**src/rtl/frame_downloader.sv**
```systemverilog
// Fetches a W x H frame of 16-bit pixels from SDRAM in fixed-size read bursts and
// streams them into the 17-bit store queue, tagging the first pixel with bit 16.
module frame_downloader #(
    parameter int          MEMORY_BURST = 32,
    parameter int          FRAME_WIDTH  = 23,
    parameter int          FRAME_HEIGHT = 17,
    parameter logic [20:0] BASE_ADDR    = 21'h34E,
    parameter int          RD_TIMEOUT   = 64
) (
    input  logic        clk,
    input  logic        reset_n,
    input  logic        init_done_i,
    input  logic        start_i,
    output logic        cmd_o,
    output logic        cmd_en_o,
    output logic [20:0] addr_o,
    input  logic [31:0] rd_data_i,
    input  logic        rd_data_valid_i,
    output logic        store_wr_en_o,
    input  logic        store_queue_full_i,
    output logic [16:0] store_queue_data_o,
    output logic        busy_o,
    output logic        frame_done_o,
    output logic        error_o,
    output logic [2:0]  dbg_state_o
);

    localparam int BEATS  = MEMORY_BURST / 4;
    localparam int PPB    = MEMORY_BURST / 2;
    localparam int N_PIX  = FRAME_WIDTH * FRAME_HEIGHT;
    localparam int CNT_W  = $clog2(N_PIX + 1);
    localparam int BEAT_W = $clog2(BEATS);
    localparam int SLOT_W = $clog2(PPB);
    localparam int VLD_W  = $clog2(PPB + 1);
    localparam int TO_W   = $clog2(RD_TIMEOUT + 1);

    localparam logic [CNT_W-1:0] N_C   = CNT_W'(N_PIX);
    localparam logic [VLD_W-1:0] PPB_V = VLD_W'(PPB);

    typedef enum logic [2:0] {
        S_IDLE  = 3'd0,
        S_CMD   = 3'd1,
        S_RECV  = 3'd2,
        S_DRAIN = 3'd3,
        S_DONE  = 3'd4
    } state_e;

    state_e            state_q;
    logic              cmd_en_q;
    logic              busy_q;
    logic              frame_done_q;
    logic              error_q;
    logic [20:0]       addr_q;
    logic [CNT_W-1:0]  pix_cnt_q;
    logic [BEAT_W-1:0] beat_q;
    logic [VLD_W-1:0]  rd_ptr_q;
    logic [VLD_W-1:0]  valid_q;
    logic [TO_W-1:0]   to_cnt_q;
    logic [15:0]       pix_buf_q [PPB];

    logic [CNT_W-1:0]  remaining;
    logic [VLD_W-1:0]  valid_d;
    logic              pending;
    logic              wr_fire;
    logic              last_wr;
    logic              last_beat;
    logic              sof;

    always_comb begin
        remaining = N_C - pix_cnt_q;
        valid_d   = (remaining >= CNT_W'(PPB)) ? PPB_V : remaining[VLD_W-1:0];
        pending   = (state_q == S_DRAIN) && (rd_ptr_q < valid_q);
        wr_fire   = pending && !store_queue_full_i;
        last_wr   = wr_fire && ((rd_ptr_q + VLD_W'(1)) == valid_q);
        last_beat = rd_data_valid_i && (beat_q == BEAT_W'(BEATS - 1));
        sof       = (pix_cnt_q == '0) && (rd_ptr_q == '0);
    end

    assign cmd_o              = 1'b0;
    assign cmd_en_o           = cmd_en_q;
    assign addr_o             = addr_q;
    assign store_wr_en_o      = wr_fire;
    assign store_queue_data_o = (state_q == S_DRAIN) ? {sof, pix_buf_q[rd_ptr_q[SLOT_W-1:0]]} : 17'd0;
    assign busy_o             = busy_q;
    assign frame_done_o       = frame_done_q;
    assign error_o            = error_q;
    assign dbg_state_o        = state_q;

    // Beat k lands in slots 2k (even pixel) and 2k+1 (odd pixel).
    always_ff @(posedge clk) begin
        if (state_q == S_RECV && rd_data_valid_i) begin
            pix_buf_q[{beat_q, 1'b0}] <= rd_data_i[15:0];
            pix_buf_q[{beat_q, 1'b1}] <= rd_data_i[31:16];
        end
    end

    always_ff @(posedge clk or negedge reset_n) begin
        if (!reset_n) begin
            state_q      <= S_IDLE;
            cmd_en_q     <= 1'b0;
            busy_q       <= 1'b0;
            frame_done_q <= 1'b0;
            error_q      <= 1'b0;
            addr_q       <= BASE_ADDR;
            pix_cnt_q    <= '0;
            beat_q       <= '0;
            rd_ptr_q     <= '0;
            valid_q      <= '0;
            to_cnt_q     <= '0;
        end else begin
            cmd_en_q     <= 1'b0;
            frame_done_q <= 1'b0;
            case (state_q)
                S_IDLE: begin
                    if (start_i && init_done_i) begin
                        busy_q    <= 1'b1;
                        pix_cnt_q <= '0;
                        addr_q    <= BASE_ADDR;
                        cmd_en_q  <= 1'b1;
                        state_q   <= S_CMD;
                    end
                end
                S_CMD: begin
                    to_cnt_q <= '0;
                    beat_q   <= '0;
                    state_q  <= S_RECV;
                end
                S_RECV: begin
                    // The command cycle counts as the first cycle of the timeout window.
                    to_cnt_q <= to_cnt_q + TO_W'(1);
                    if (rd_data_valid_i) begin
                        beat_q <= beat_q + BEAT_W'(1);
                    end
                    if (last_beat) begin
                        valid_q  <= valid_d;
                        rd_ptr_q <= '0;
                        state_q  <= S_DRAIN;
                    end else if (to_cnt_q == TO_W'(RD_TIMEOUT - 2)) begin
                        error_q <= 1'b1;
                        busy_q  <= 1'b0;
                        state_q <= S_IDLE;
                    end
                end
                S_DRAIN: begin
                    if (wr_fire) begin
                        rd_ptr_q <= rd_ptr_q + VLD_W'(1);
                    end
                    if (last_wr) begin
                        pix_cnt_q <= pix_cnt_q + CNT_W'(valid_q);
                        if ((pix_cnt_q + CNT_W'(valid_q)) == N_C) begin
                            frame_done_q <= 1'b1;
                            busy_q       <= 1'b0;
                            addr_q       <= BASE_ADDR;
                            state_q      <= S_DONE;
                        end else begin
                            addr_q   <= addr_q + 21'(PPB);
                            cmd_en_q <= 1'b1;
                            state_q  <= S_CMD;
                        end
                    end
                end
                S_DONE: begin
                    state_q <= S_IDLE;
                end
                default: begin
                    state_q <= S_IDLE;
                end
            endcase
        end
    end

endmodule

```
**config.mk**
```make
export PLATFORM = sky130hd
export DESIGN_NAME = frame_downloader
export DESIGN_NICKNAME = d
export VERILOG_FILES = /design/src/rtl/frame_downloader.sv
export SDC_FILE = /design/constraint.sdc
export NUM_CORES = 1
export LEC_CHECK = 0
export CAP_MARGIN = 20
export CORE_MARGIN = 2
export CORE_UTILIZATION = 30
export CTS_CLUSTER_DIAMETER = 150
export DETAILED_ROUTE_END_ITERATION = 10
export PLACE_DENSITY = 0.56
export SYNTH_ARGS = -nofsm -noshare
export SYNTH_HDL_FRONTEND = slang
export SYNTH_SLANG_ARGS = --single-unit
```
**constraint.sdc**
```tcl
create_clock -name clk -period 4.95 [get_ports clk]
set_input_delay 0.7425 -clock clk [delete_from_list [all_inputs] [get_ports clk]]
set_output_delay 0.7425 -clock clk [all_outputs]
set_load 0.02 [all_outputs]
```
==> results of run 1 <==
sequential cells by signal, summed over array words and instances, names as in the netlist:
register	cells
addr_o	18
beat_q	3
busy_o	1
cmd_en_o	1
dbg_state_o	3
error_o	1
frame_done_o	1
pix_buf_q	256
pix_cnt_q	9
rd_ptr_q	5
to_cnt_q	7
valid_q	5
worst max-delay path, cell delays in order (launching register included):
cell and delay [ps]:
dfrtp_4 790, buf_12 310, mux4_2 560, mux4_2 460, nor2b_1 170, clkdlybuf4s50_1 560
synth_stat cells (all sizes together), types with 8 or more instances:
master / n
o21ai: 31
mux4: 80
ha: 19
dfrtp: 50
nor2b: 18
xnor2: 8
nand3: 27
xor2: 12
edfxtp: 256
clkbuf: 17
buf: 23
nand2: 45
nor2: 26
a21oi: 12
nor3: 9
nand4: 15
inv: 17
power groups by stage:
stage / logic (mW) / clock network (mW) / registers, mW
global route: 2.08 / 2.73 / 3.39
CTS: 1.94 / 2.62 / 3.35
global placement: 1.92 / 0 / 3.40
finish: 1.90 / 2.54 / 3.34
detailed placement: 1.93 / 0 / 3.40
floorplan: 1.44 / 0 / 3.25
cell usage in the layout, fill, tap and decap left out, drive strengths merged, types with 3 or more instances in the layout:
master         Yosys  layout
nand2b             4       4
inv               17      19
o21ai             31      31
or4                4       4
clkbuf            17      44
xnor2              8       8
o31ai              4       4
o22ai              4       4
and2               4       4
edfxtp           256     256
clkinv             0      15
dfrtp             50      50
nand2             45      45
or2                3       3
nor2              26      26
and3               4       4
nor3               9       9
nand3             27      27
xor2              12      12
a21o               3       3
a21oi             12      12
nor2b             18      18
clkdlybuf4s50      0      81
buf               23      18
a31oi              3       3
nand4             15      15
mux4              80      80
ha                19      19
dfstp              4       4
final cells by class:
| class | instances | area, um^2 | area share [%] |
|---|---|---|---|
| Inverter | 17 | 63.8 | 0.407 |
| Clock buffer | 44 | 952 | 6.08 |
| Multi-Input combinational cell | 370 | 3700 | 23.6 |
| Tap cell | 546 | 683 | 4.36 |
| Timing Repair Buffer | 99 | 1020 | 6.50 |
| Sequential cell | 310 | 9050 | 57.8 |
| Antenna cell | 1 | 2.50 | 0.0160 |
| Clock inverter | 20 | 196 | 1.25 |
per-stage QoR:
step / setup WS, ps / instances
after floorplan: 801 / 737
after global placement: 1260 / 1338
after detailed placement: 1290 / 1338
after CTS: 720 / 1402
after global routing: 620 / 1406
final: 823 / 1407
per-layer routing:
metal / vias up / track usage (%)
li1: 3123 / -
met1: 3633 / 17.0
met2: 168 / 20.8
met3: 39 / 2.76
met4: 0 / 3.30
met5: - / 0
logic make-up (layout without fill, tap and decap cells):
logic type      count (synthesis)  in the layout  share of synthesized area [%]
flops                         310            310                           69.9
mux                            82             82                           14.1
buf+inv                        57            180                           2.01
fa+ha+maj                      20             20                           1.99
xor+xnor                       20             20                           1.35
compound gates                 76             76                           3.99
simple gates                  170            170                           6.70
other cells                     1              3                         0.0290
worst paths after layout:
path	cells past startpoint	end	slack, ps
worst max-delay path	5	store_queue_data_o[5]	820
worst min-delay path	1	addr_o[13]	340
worst max register to register	8	addr_o[18]	1680
worst min register to register	1	to_cnt_q[6]	490
max in group asynchronous	2	rd_ptr_q[0]	3810
min in group clk	1	to_cnt_q[6]	490
==> summary.txt, run 1 <==
status: completed
Row Count: 76
Die Y: 212 um
met2 WL post-DR: 13200 um
Max-slew headroom: 37.6%
Synth Warn #: 0
Via Count: 6963
Hold Crit Class: in -> async
layout cells sized above 1: 20.3%
Overall Global Routing Usage: 12.6%
# DRC: 0
grt ovf: 0
clock latency on the worst-skew pair: 540 ps
Root Buffer: clkbuf_16
register area share after synthesis: 69.9%
Data arrival, critical path: 3380 ps
leading area contributor after synthesis: edfxtp_1
full die area: 44800 um^2
Tcrit/Tclk final: 83.4%
worst clock skew: 18.0 ps
GPL Wtd Cong: 0.757
clock-pin slew on the worst setup and hold paths: 60 ps
Avg Vias per Cell: 4.95
drt pass-1 iters: 5
CTS tree: done
synth top area cells: edfxtp_1, mux4_2, dfrtp_1, ha_1, nand2_1
max-cap violations: 0
I/O pin count: 85
CP Max Fanout: 29
Sw Share: 28.4%
Slew Limit Fails: 0
Flop pwr share: 42.9%
CTS Buf Count: 36
Distinct cells, synth: 61
RR Startpoint: rd_ptr_q[1]
number of DRC markers in iteration 0: 494
clock sink count: 310
syn_area_per_cell: 17.6 um^2
crit path launch: rd_ptr_q[0]
CTS Buffer Depth: 3
top layer in use: met4
Setup TNS Final: 0 ps
PwrDens: 497 nW/um^2
Slew @ Worst Pin: 937 ps
Synth top area share: 59.4%
Hold Slack: 342 ps
M1 WL: 12400 um
asr flop ratio synth: 17.4%
VDD IR max: 0.000303 V
Routed WL: 27600 um
core area: 42800 um^2
# H-tree levels: 2
Final Hold Fails: 0
Placed Area: 14400 um^2
Max Clock Freq: 0.242 GHz
first-pass GRT wire length: 43200 um
post-CTS setup buffers: 0
RSZ-0062 raised after global routing: no
fin util: 36.6%
P_sw: 2.21 mW
Die W: 212 um
vias in the first global route: 7228
Netlist Area Pre-Place: 12900 um^2
port bufs: 82
placed wire-length estimate: 16700 um
Post-synth EDFFs: 256
antenna viol nets, final: 0
Routed wire per std cell: 19.6 um
effective utilization at floorplan: 30.3%
Synth Register Bits: 310
Pwr Total: 7.78 mW
Layout fillers: 4006
Setup Viol. Count Final: 0
largest net degree at the start of global routing: 39
CP startpoint kind: register
Layout Nets: 892
WP data required: 4210 ps
final instance area: 15700 um^2
clock power share: 32.7%
Hold-fix buffers, CTS: 0
Mapped Cells: 736
Primary FF master, synth: edfxtp_1
internal power: 5.58 mW
Leak: 5.18 nW
DR WL met3: 1450 um
area delta synth->final: 21.0%
final worst path period need: 4130 ps
crit end category: output port
cts repair resizes: 0
WS Path Type: reg -> out
combinational power share: 24.4%
initial antenna violation count: 0
Note: power is estimated with default switching activity, not from simulation.
==> run 2, diff against run 1 <==
==> constraint.sdc (replaced) <==
create_clock -name clk -period 4.3 [get_ports clk]
set_input_delay 0.645 -clock clk [delete_from_list [all_inputs] [get_ports clk]]
set_output_delay 0.645 -clock clk [all_outputs]
set_load 0.02 [all_outputs]
==> summary.txt, run 2 (synthesis gave the netlist of run 1 again) <==
clock power share: 34.4% (+1.7 points)
VDD IR max: 0.000351 V (+16%)
area delta synth->final: 21.8%
Layout fillers: 4008 (+0.050%)
PwrDens: 583 nW/um^2 (+17%)
RSZ-0062 raised after global routing: no
Avg Vias per Cell: 4.87 (-1.5%)
fin util: 36.9% (+0.24 points)
CP startpoint kind: register
clock-pin slew on the worst setup and hold paths: 60 ps (about the same)
Tcrit/Tclk final: 90.2%
first-pass GRT wire length: 43200 um (unchanged)
Max Clock Freq: 0.258 GHz
FF-to-FF path depth: 10 (+2)
final setup margin: 419 ps (-403 ps)
commonest non-fill, non-tap cells in the layout: edfxtp_1, clkdlybuf4s50_1, mux4_2
post-CTS setup buffers: 0 (unchanged)
worst reg2reg setup slack: 1090 ps (-590 ps)
Die W: 212 um (unchanged)
CTS Buf Count: 37 (+2.8%)
final worst path period need: 3880 ps
core area: 42800 um^2 (unchanged)
Flop pwr share: 40.7% (-2.2 points)
cts repair resizes: 0 (unchanged)
Hold Crit Class: in -> async
Die Y: 212 um (unchanged)
Hold Slack: 143 ps (-199 ps)
status: completed
largest net degree at the start of global routing: 70 (+79%)
Root Buffer: clkbuf_16
initial antenna violation count: 2 (+2)
Setup WS pre-CTS: 908 ps (-378 ps)
Routed WL: 27300 um (-0.84%)
Setup TNS Final: 0 ps (unchanged)
clock latency on the worst-skew pair: 530 ps (about the same)
most common cell after layout, fill and taps aside: edfxtp_1
RR Endpoint: addr_o[2]
Max-slew headroom: 28.5% (-9.0 points)
Slew @ Worst Pin: 1040 ps (+108 ps)
Sw Share: 27.6% (-0.78 points)
CP Max Fanout: 69 (+140%)
drt pass-1 iters: 5 (unchanged)
clock sink count: 310 (unchanged)
Slew Limit Fails: 0 (unchanged)
Layout Nets: 898 (+0.67%)
CTS Buffer Depth: 3 (unchanged)
I/O pin count: 85 (unchanged)
port bufs: 82 (unchanged)
full die area: 44800 um^2 (unchanged)
antenna viol nets, final: 0 (unchanged)
# DRC: 0 (unchanged)
Row Count: 76 (unchanged)
placed wire-length estimate: 17200 um (+3.1%)
vias in the first global route: 7276 (+0.66%)
grt ovf: 0 (unchanged)
max-cap violations: 0 (unchanged)
Hold-fix buffers, CTS: 0 (unchanged)
Via Count: 6901 (-0.89%)
worst clock skew: 16.0 ps (-2.02 ps)
Final Hold Fails: 0 (unchanged)
effective utilization at floorplan: 30.3% (unchanged)
layout cells sized above 1: 21.3% (+0.94 points)
internal power: 6.65 mW (+19%)
Routed wire per std cell: 19.3 um (-1.5%)
Pwr Total: 9.19 mW (+18%)
P_sw: 2.54 mW (+15%)
GPL Wtd Cong: 0.751 (-0.78%)
Data arrival, critical path: 3240 ps (-140 ps)
CTS tree: done
Leak: 5.26 nW (+1.4%)
number of DRC markers in iteration 0: 427 (-14%)
Setup Viol. Count Final: 0 (unchanged)
combinational power share: 24.9% (+0.5 points)
WS Path Type: reg -> out
# H-tree levels: 2 (unchanged)
Largest Register: pix_buf_q
WP data required: 3650 ps (-560 ps)
Overall Global Routing Usage: 12.6% (about the same)
crit end category: output port
max reg flops: 256 (unchanged)
RR Startpoint: pix_cnt_q[0]
[run 2: cell count changes in the layout (fill, tap and decap cells not counted), moves of 2 or more]
cell | before | now
bufinv_16 | 2 | 5
buf_12 | 6 | 3
buf_4 | 11 | 19
inv_8 | 2 | 0
clkinv_2 | 5 | 7
clkinv_1 | 7 | 5
[run 2: how the worst max path moves through the flow]
| stage | cells past startpoint | end | start |
|---|---|---|---|
| final | 7 | store_wr_en_o | rd_ptr_q[0] |
| after floorplan | 7 | pix_buf_q[0][0] | dbg_state_o[0] |
| after global routing | 7 | store_wr_en_o | rd_ptr_q[0] |
| after detailed placement | 7 | store_wr_en_o | rd_ptr_q[0] |
| after CTS | 7 | store_wr_en_o | rd_ptr_q[0] |
| after global placement | 5 | store_queue_data_o[15] | rd_ptr_q[0] |
[run 2: final cells by class]
cell class	instances	area [um^2]	area share [%]
antenna	1	2.50	0.0159
clock buffer	47	995	6.31
clock inverter	21	256	1.63
inverter	17	63.8	0.405
multi-input combinational	370	3700	23.5
sequential	310	9050	57.4
tap	546	683	4.33
timing repair buffer	104	1020	6.46
[run 2: metal layers]
layer / vias to the layer above / track usage, % / part of all wire, %
met4: 0 / 3.40 / 1.7
met5: - / 0 / 0
li1: 3131 / - / -
met1: 3553 / 16.7 / 44
met2: 177 / 21.1 / 49
met3: 40 / 2.80 / 5.5
[run 2: per-stage QoR]
step           cell area [um^2]  std cells
4_1_cts                   15800       1415
2_1_floorplan             12900        737
6_report                  15800       1416
5_1_grt                   15800       1415
3_3_place_gp              14500       1347
3_5_place_dp              14500       1347
[run 2: worst max-delay path, cell delays in order, from the launching register on]
cell,delay (ps)
dfrtp_4,410
buf_12,430
inv_1,140
ha_1,220
o21ai_0,340
a31o_2,380
inv_1,170
clkdlybuf4s50_1,620
[run 2: power by group through the flow]
| stage | sequential, mW | combinational [mW] | clock, mW |
|---|---|---|---|
| global placement | 3.79 | 2.33 | 0 |
| global route | 3.77 | 2.51 | 3.38 |
| floorplan | 3.74 | 1.66 | 0 |
| detailed placement | 3.80 | 2.35 | 0 |
| finish | 3.74 | 2.29 | 3.16 |
| CTS | 3.74 | 2.36 | 3.25 |
==> run 3, diff against run 2 <==
--- a/config.mk
+++ b/config.mk
@@ -11,6 +11,7 @@
 export CTS_CLUSTER_DIAMETER = 150
 export DETAILED_ROUTE_END_ITERATION = 10
 export PLACE_DENSITY = 0.56
+export SLEW_MARGIN = 25
 export SYNTH_ARGS = -nofsm -noshare
 export SYNTH_HDL_FRONTEND = slang
 export SYNTH_SLANG_ARGS = --single-unit
==> results of run 3 <==
No change in the layout: final DEF, timing and power equal those of run 2.
